==> src/rtl/alu_op_sequencer.sv <==
`default_nettype none
// ============================================================================
// alu_op_sequencer : multi-cycle control FSM for ALU-class instructions
// Revision: 1.0
// ============================================================================
module alu_op_sequencer #(
  parameter int MULDIV_WAIT = 2
) (
  input  logic       clk,
  input  logic       clear,
  input  logic       start,
  input  logic [4:0] opcode,
  output logic       busy,
  output logic       done,
  output logic       illegal,
  output logic       sel_ra,
  output logic       sel_rb,
  output logic       c_out,
  output logic       Yin,
  output logic       Zin,
  output logic       Zlo_out,
  output logic       Zhi_out,
  output logic       Rin,
  output logic       LOin,
  output logic       HIin,
  output logic [4:0] alu_op
);

  localparam logic [4:0] OP_NOP    = 5'b11001;
  localparam logic [3:0] WAIT_LOAD = 4'(MULDIV_WAIT);

  generate
    if ((MULDIV_WAIT < 0) || (MULDIV_WAIT > 15)) begin : g_wait_range_check
      $error("alu_op_sequencer: MULDIV_WAIT must be within 0..15");
    end
  endgenerate

  typedef enum logic [2:0] {
    S_IDLE  = 3'd0,
    S_T_Y   = 3'd1,
    S_EXEC  = 3'd2,
    S_WAIT  = 3'd3,
    S_WB_LO = 3'd4,
    S_WB_HI = 3'd5,
    S_DONE  = 3'd6
  } state_t;

  state_t     r_state, w_state_nxt;
  logic [4:0] r_op, w_op_nxt;
  logic [3:0] r_cnt, w_cnt_nxt;
  logic       r_illegal, w_illegal_nxt;

  function automatic logic is_binary(input logic [4:0] op);
    return (op >= 5'd3) && (op <= 5'd10);
  endfunction

  function automatic logic is_imm(input logic [4:0] op);
    return (op >= 5'd11) && (op <= 5'd13);
  endfunction

  function automatic logic is_muldiv(input logic [4:0] op);
    return (op == 5'd14) || (op == 5'd15);
  endfunction

  function automatic logic is_unary(input logic [4:0] op);
    return (op == 5'd16) || (op == 5'd17);
  endfunction

  logic w_in_legal, w_in_unary, w_op_imm, w_op_muldiv;

  assign w_in_unary  = is_unary(opcode);
  assign w_in_legal  = is_binary(opcode) || is_imm(opcode) ||
                       is_muldiv(opcode) || w_in_unary;
  assign w_op_imm    = is_imm(r_op);
  assign w_op_muldiv = is_muldiv(r_op);

  always_ff @(posedge clk or negedge clear) begin
    if (!clear) begin
      r_state   <= S_IDLE;
      r_op      <= OP_NOP;
      r_cnt     <= 4'd0;
      r_illegal <= 1'b0;
    end else begin
      r_state   <= w_state_nxt;
      r_op      <= w_op_nxt;
      r_cnt     <= w_cnt_nxt;
      r_illegal <= w_illegal_nxt;
    end
  end

  // Opcode/start are only looked at in IDLE; later states use the latched copy.
  always_comb begin
    w_state_nxt   = r_state;
    w_op_nxt      = r_op;
    w_cnt_nxt     = r_cnt;
    w_illegal_nxt = 1'b0;
    case (r_state)
      S_IDLE: begin
        if (start) begin
          if (w_in_legal) begin
            w_op_nxt    = opcode;
            w_state_nxt = w_in_unary ? S_EXEC : S_T_Y;
          end else begin
            w_illegal_nxt = 1'b1;
          end
        end
      end
      S_T_Y: w_state_nxt = S_EXEC;
      S_EXEC: begin
        if (w_op_muldiv && (WAIT_LOAD != 4'd0)) begin
          w_cnt_nxt   = WAIT_LOAD;
          w_state_nxt = S_WAIT;
        end else begin
          w_state_nxt = S_WB_LO;
        end
      end
      S_WAIT: begin
        w_cnt_nxt = r_cnt - 4'd1;
        if (r_cnt == 4'd1) begin
          w_state_nxt = S_WB_LO;
        end
      end
      S_WB_LO: w_state_nxt = w_op_muldiv ? S_WB_HI : S_DONE;
      S_WB_HI: w_state_nxt = S_DONE;
      S_DONE:  w_state_nxt = S_IDLE;
      default: w_state_nxt = S_IDLE;
    endcase
  end

  always_comb begin
    busy    = 1'b0;
    done    = 1'b0;
    illegal = r_illegal;
    sel_ra  = 1'b0;
    sel_rb  = 1'b0;
    c_out   = 1'b0;
    Yin     = 1'b0;
    Zin     = 1'b0;
    Zlo_out = 1'b0;
    Zhi_out = 1'b0;
    Rin     = 1'b0;
    LOin    = 1'b0;
    HIin    = 1'b0;
    alu_op  = OP_NOP;
    if (r_state != S_IDLE) begin
      busy   = 1'b1;
      alu_op = r_op;
    end
    case (r_state)
      S_T_Y: begin
        sel_ra = 1'b1;
        Yin    = 1'b1;
      end
      S_EXEC, S_WAIT: begin
        Zin = 1'b1;
        if (w_op_imm) c_out  = 1'b1;
        else          sel_rb = 1'b1;
      end
      S_WB_LO: begin
        Zlo_out = 1'b1;
        if (w_op_muldiv) LOin = 1'b1;
        else             Rin  = 1'b1;
      end
      S_WB_HI: begin
        Zhi_out = 1'b1;
        HIin    = 1'b1;
      end
      S_DONE:  done = 1'b1;
      default: ;
    endcase
  end

endmodule
`default_nettype wire

==> config.mk <==
export PLATFORM = sky130hd
export DESIGN_NAME = alu_op_sequencer
export DESIGN_NICKNAME = d
export VERILOG_FILES = /design/src/rtl/alu_op_sequencer.sv
export SDC_FILE = /design/constraint.sdc
export NUM_CORES = 1
export LEC_CHECK = 0
export ABC_AREA = 1
export BUFFER_PORTS_ARGS = -buffer_cell sky130_fd_sc_hd__buf_4
export CAP_MARGIN = 20
export CORE_ASPECT_RATIO = 1.1
export CORE_MARGIN = 1
export CORE_UTILIZATION = 35
export DETAILED_ROUTE_END_ITERATION = 16
export PLACE_DENSITY = 0.63
export SLEW_MARGIN = 15
export SYNTH_ARGS = -nofsm -noshare
export SYNTH_HDL_FRONTEND = slang
export SYNTH_SLANG_ARGS = --single-unit
==> constraint.sdc <==
create_clock -name clk -period 3.74 [get_ports clk]
set_clock_uncertainty 0.2 [all_clocks]
set_input_delay 0.187 -clock clk [delete_from_list [all_inputs] [get_ports clk]]
set_output_delay 0.187 -clock clk [all_outputs]
set_load 0.03 [all_outputs]
# After elaboration in Yosys (flattened, before gate mapping)
# Cells that the tools add are included.
[op_classes] eq_ne=17 n_addsub=1 magnitude_cmp=6 muxes=27 reduce_logical=16
[ops] operator="5-bit by 4-bit equality test with 1-bit output (second input constant)" count=4
[ops] operator="3-bit case mux with 6 select lines" count=1
[ops] operator="1-bit two-way mux" count=17
[ops] operator="5-bit by 4-bit less-or-equal comparator with 1-bit output (second input constant)" count=3
[ops] operator="3-bit two-way mux" count=4
[ops] operator="5-bit equality test (second input constant)" count=2
[ops] operator="5-bit by 4-bit greater-or-equal comparator with 1-bit output (second input constant)" count=2
[ops] operator="3-bit equality test (second input constant)" count=3
[ops] operator="2-bit inequality test (second input constant)" count=4
[ops] operator="4-bit case mux with 2 select lines" count=1
[ops] operator="3-bit by 2-bit equality test with 1-bit output (second input constant)" count=2
[ops] operator="1-bit logical OR" count=6
[ops] operator="3-bit AND reduction" count=2
[ops] operator="5-bit by 2-bit greater-or-equal comparator with 1-bit output (second input constant)" count=1
[ops] operator="5-bit two-way mux" count=1
[ops] operator="4-bit by 1-bit equality test with 1-bit output (second input constant)" count=1
[ops] operator="2-bit two-way mux" count=2
[ops] operator="4-bit two-way mux" count=1
[ops] operator="4-bit by 1-bit subtractor with 4-bit output (second input constant)" count=1
[ops] operator="3-bit by 1-bit equality test with 1-bit output (second input constant)" count=1
[ops] operator="1-bit logical AND" count=3
[ops] operator="3-bit zero test" count=1
[ops] operator="3-bit nonzero test" count=1
[ops] operator="2-bit AND reduction" count=1
[ops] operator="other kinds (2)" count=2
[totals] in_bits=8 elab_cells=71 register_bits=13 output_inout_bits=18

# Depth between registers and ports, before layout
# Gate-level depths: netlist of run 1.
[depth] ltp_word=8 ltp_mapped=8 ltp_nobuf=8

# Least setup slack after synthesis of run 1
# No wires, ideal clock.
[synth_path] path_kind="reg2out" start="register r_state[0]" end="output port LOin" stages_incl_launch_ff=6 t_required_ns=3.353 arrival_time_ns=1.424 path_buffers=0 slack_ns=1.929 path_cell_list="dfrtp_1 -> inv_1 -> nand2_2 -> nor2_1 -> nand2_1 -> inv_1"
[synth_between] elab_chain_cells=2
[synth_lines] item="start: declaration" line="48" text="state_t r_state, w_state_nxt;"
[synth_lines] item="start signal: assignment" line="84" text="r_state <= w_state_nxt;"
[synth_lines] item="3-bit equality test" line="149" text="case (r_state)"
[synth_lines] item="1-bit two-way mux" line="149"
[synth_lines] item="end: declaration" line="24" text="output logic LOin,"
# No other way between the ends.

# Final worst setup path of run 1
[layout_path] start="register r_state[0]" end="output port alu_op[4]"
[layout_between] elab_chain_cells=2
[layout_lines] item="3-bit nonzero test" line="145" text="if (r_state != S_IDLE) begin"
[layout_lines] item="5-bit two-way mux" line="145"
[layout_lines] item="end: declaration" line="26" text="output logic [4:0] alu_op"
# No other way between the ends.

==> impl_metrics.toml, run 1 <==
[grt]
grt-ovfl-total = 0
grt_usage = 0.156
antenna_found_initial = 0
grt_start_max_net_pins = 14
grt_pass1_vias = 753
grt_pass1_wl_mm = 3.04

[die]
die_y_um = 53.2
fp.dieW_um = 48.5
row_count = 18
coreArea_um2 = 2250
io_pins = 26
start_util = 0.370
die_area_um2 = 2580

[timing]
max_clock_freq_ghz = 0.537
hold_viol_final = 0
min_period_ns = 1.86
rsz0062_at_grt = "false"
slew_viol_final = 0
finalSetupTns_ns = 0
slew_headroom = 0.836
setup_viol = 0
finalCritPeriodShare = 0.498
tightest_slew_ns = 0.245

[pwr]
power.density_nw_per_um2 = 833
ir_worst_vdd_mv = 0.430
leakagePower_nw = 0.633
total_power_w = 0.000933

[logic_synthesis]
synthCells = 119
yosys_warnings = 0
synth_seq_cells = 13
avgSynthCellArea_um2 = 7.00
syn-cell-area_um2 = 833
synth.distinct_cells = 21
syn_nets = 129
seq_area_frac_synth = 0.395

[cells_and_area]
layout-drive-gt1-share = 0.252
multi_input_area_um2 = 399
diodes = 0
register_area_um2 = 329
final_util = 0.497
syn_to_final_growth_pct = 34.4
fill_cells = 250
stdcell_area_um2 = 1120
nNetsFinal = 162

[setup_path]
start_kind = "flop"
worstSetupEndpointType = "output pin"
crit_fanout = 10
worstPathRequired_ns = 3.35
crit_arrival_ns = 1.47
critPathKind = "flop to output pin"

[clock_network]
cts_buffers = 3
clkTransAtPathRegs_ns = 0.08
post-cts-setup-buffers = 0
clock-sinks = 13
cts_root_buf = "clkbuf_4"
cts.path.max_buffers = 2
h-tree-depth = 1
cts_tree = "done"
insertion_delay_ns = 0.27
ctsResizeCount = 0

[worst_hold_path]
hold_path_class = "input port to flop"

[detailed_routing]
wl_per_cell_um = 9.70
drc = 0
drt-pass1-iter-count = 4
postRouteWirelength_mm = 1.76
vias = 803
antenna_left = 0
detail_route.vias_per_cell = 4.44
drt_iter0_markers = 17

[flow_run]
cap_violations = 0

[placement]
io_buffers = 25
placedInstanceArea_um2 = 1040
hpwl_mm = 1.47
gp_congestion = 0.804

[outcome]
status = "completed"
flip-flops by register name, indices dropped and copies added (netlist names):
name / cells
r_op: 5
r_cnt: 4
r_state: 3
illegal: 1
power breakdown:
part           switching [W]  internal [W]  leakage, nW  total [W]
Clock              0.0000438     0.0000413       0.0150  0.0000851
Combinational       0.000375      0.000210        0.460   0.000586
Sequential         0.0000468      0.000215        0.158   0.000262
layout by cell type (no fill, tap or decap), types with 3 or more instances in the layout:
cell | netlist | routed
o21ai_0 | 7 | 7
dfstp_2 | 3 | 3
nor2_1 | 14 | 14
dfrtp_1 | 10 | 10
dlygate4sd3_1 | 0 | 5
nand3_1 | 8 | 8
clkbuf_4 | 0 | 3
inv_1 | 23 | 23
buf_4 | 2 | 25
nand2_1 | 34 | 34
timing repair:
item | in CTS | in global routing
hold buffers | 5 | 0
setup endpoints to repair | 0 | 0
endpoints found under the hold margin | 17 | 0
synthesized netlist by cell type (all sizes together):
master | n | area share
nand2 | 36 | 0.17
inv | 24 | 0.11
nor2 | 16 | 0.090
dfrtp | 10 | 0.30
nand3 | 9 | 0.069
o21ai | 8 | 0.048
dfstp | 3 | 0.095
a21oi | 2 | 0.012
buf | 2 | 0.018
ha | 2 | 0.030
nor3 | 2 | 0.012
o22ai | 2 | 0.015
or2 | 1 | 0.0075
xnor2 | 1 | 0.011
xor2 | 1 | 0.011
cells by family (layout without fill, tap and decap cells):
family / count (synthesis) / count (layout) / synth area share
adder cells (fa/ha/maj): 2 / 2 / 0.0300
flip-flops: 13 / 13 / 0.395
AND/OR/NAND/NOR: 64 / 64 / 0.353
buffers and inverters: 26 / 58 / 0.126
XOR/XNOR: 2 / 2 / 0.0210
AO/OA/AOI/OAI: 12 / 12 / 0.0751
worst max-delay path, cell delays in order (launching register included):
cell and delay [ns]:
dfrtp_1 0.41, inv_1 0.14, nand2_2 0.09, nor2_4 0.22
inv_1 0.12, nand2_1 0.07, buf_4 0.15
metrics by stage:
| step | setup slack, ns | instances | hold slack (ns) |
|---|---|---|---|
| 2_1_floorplan | 1.93 | 119 | -0.309 |
| 3_3_place_gp | 2.21 | 172 | -0.153 |
| 3_5_place_dp | 2.17 | 172 | -0.157 |
| 4_1_cts | 1.86 | 181 | 0.0184 |
| 5_1_grt | 1.72 | 181 | 0.0577 |
| 6_report | 1.88 | 181 | 0.0161 |
metal layers:
metal | track usage | up-vias | wire, um
met1 | 0.165 | 345 | 777
met4 | 0.0735 | 0 | 25
li1 | - | 423 | -
met3 | 0.0201 | 5 | 74
met2 | 0.310 | 30 | 877
met5 | 0 | - | 0
layout make-up:
| type | count | area share |
|---|---|---|
| inverter | 24 | 0.0804 |
| tap | 30 | 0.0335 |
| timing repair buffer | 30 | 0.212 |
| sequential | 13 | 0.294 |
| clock buffer | 4 | 0.0235 |
| multi-input combinational | 80 | 0.356 |
final timing paths:
kind	startpoint	end	slack, ns	cells after the start
worst max-delay path	r_state[0]	alu_op[4]	1.88	6
worst min-delay path	opcode[2]	r_op[2]	0.02	3
worst max register to register	r_op[3]	r_cnt[1]	2.25	6
worst min register to register	r_op[3]	r_op[3]	0.30	2
max in group asynchronous	clear	r_op[3]	3.01	2
min in group asynchronous	clear	r_op[2]	0.09	2
(Power assumes the default switching activity.)
==> run 2: changes to the inputs <==
- PLACE_DENSITY: 0.63 -> 0.65
- clock period: 3.74 -> 1.5 ns (I/O delays scaled with it)
==> impl_metrics.toml, run 2 (same netlist as run 1, synthesis figures left out) <==
[outcome]
status = "finished, violations left"
violations = "setup timing"

[pwr]
ir_worst_vdd_mv = 1.51
clkPwrFrac = 0.067
leakagePower_nw = 0.798
switching_share = 0.479
p_seq_frac = 0.194
p_int_w = 0.00178
power.density_nw_per_um2 = 2210
p_comb_frac = 0.739
total_power_w = 0.00341
p_switching_w = 0.00163

[grt]
grt_usage = 0.199
use_met1 = 0.226
use_met2 = 0.371
antenna_found_initial = 0
grt_start_max_net_pins = 11
met3_usage = 0.0230
grt.busiest_layer = "met2"
grt_pass1_wl_mm = 3.79
grt_pass1_vias = 882
grt-ovfl-total = 0

[timing]
slew_headroom = 0.649
setup_viol = 20
hold_viol_final = 0
finalHoldWorstSlack_ns = 0.0887
max_clock_freq_ghz = 0.601
finalSetupTns_ns = -1.97
tightest_slew_ns = 0.526
slew_viol_final = 0
fin_ws_ns = -0.165
finalCritPeriodShare = 1.11
rsz0062_at_grt = "true"
min_period_ns = 1.67

[setup_path]
crit_start = "r_state[1]"
timing.rr.start = "r_state[1]"
crit_fanout = 6
critPathKind = "flop to output pin"
worstSetupEndpointType = "output pin"
crit_arrival_ns = 1.39
start_kind = "flop"
worstPathRequired_ns = 1.22

[detailed_routing]
postRouteWirelength_mm = 2.84
detail_route.vias_per_cell = 4.98
drt-pass1-iter-count = 4
vias = 1020
drc = 0
drt_iter0_markers = 36
wl_per_cell_um = 13.9
antenna_left = 0

[clock_network]
cts.path.max_buffers = 2
h-tree-depth = 1
cts_buffers = 3
cts_root_buf = "clkbuf_4"
clock-sinks = 13
insertion_delay_ns = 0.28
clkTransAtPathRegs_ns = 0.08
cts_tree = "done"

[placement]
gp_congestion = 0.799
io_buffers = 25
placedInstanceArea_um2 = 1070
hpwl_mm = 1.46
pre_cts_ws_ns = 0.0387

[cells_and_area]
register_area_um2 = 330
multi_input_area_um2 = 547
largest-register = "r_op"
diodes = 0
nNetsFinal = 186
syn_to_final_growth_pct = 85.1
final_common_cell = "nand2_1"
stdcell_area_um2 = 1540
layout_common_cells = "nand2_1, buf_4, buf_6, inv_1, dfrtp_1"
largest_reg_flops = 5
layout-drive-gt1-share = 0.531
fill_cells = 179
reg_top3 = "r_op: 5 flops, r_cnt: 4 flops, r_state: 3 flops"

[flow_run]
cap_violations = 0

[die]
start_util = 0.370
io_pins = 26
die_y_um = 53.2
fp.dieW_um = 48.5
coreArea_um2 = 2250
row_count = 18
die_area_um2 = 2580

[worst_hold_path]
hold_path_class = "input port to async pin"
==> run 2: worst max-delay path: stages (launching register included) <==
cell     delay, ns
dfrtp_1       0.40
inv_2         0.09
nand2_4       0.07
nor2_4        0.22
buf_12        0.16
nor2_4        0.03
buf_6         0.13
==> run 2: layout make-up <==
class,instances,share of cell area
clock buffer,4,0.0170
inverter,24,0.0584
multi-input combinational,81,0.354
sequential,13,0.214
tap,30,0.0243
timing repair buffer,53,0.332
==> run 2: timing repair <==
item,in CTS,in global routing
gates resized for setup,38,31
pin swaps,12,13
endpoints found under the hold margin,20,0
buffers inserted,14,3
setup endpoints to repair,16,38
hold buffers,8,0
cloned,0,1
==> run 2: routing by layer <==
metal / vias up / wire length (um)
met2: 43 / 1600
met5: - / 0
met3: 9 / 114
met1: 491 / 1050
li1: 477 / -
met4: 0 / 76
==> run 2: power by group through the flow <==
stage	combinational, W	sequential, W	clock (W)
4_1_cts	0.00215	0.000652	0.000230
3_5_place_dp	0.00153	0.000664	0
2_1_floorplan	0.00107	0.000648	0
5_1_grt	0.00267	0.000680	0.000249
6_report	0.00252	0.000664	0.000227
3_3_place_gp	0.00152	0.000658	0
==> run 2: final timing paths <==
kind | slack, ns | to | cells after the start
min in group clk | 0.13 | r_state[2] | 6
worst min register to register | 0.29 | r_op[0] | 2
worst max register to register | -0.09 | r_op[1] | 8
max in group asynchronous | 0.42 | r_state[2] | 3
worst min-delay path | 0.09 | r_op[3] | 2
worst max-delay path | -0.17 | alu_op[1] | 6
==> run 2: through the flow <==
| stage | util | cells |
|---|---|---|
| after detailed placement | 0.477 | 175 |
| after global routing | 0.685 | 205 |
| after CTS | 0.623 | 201 |
| final | 0.685 | 205 |
| after floorplan | - | 119 |
| after global placement | 0.477 | 175 |
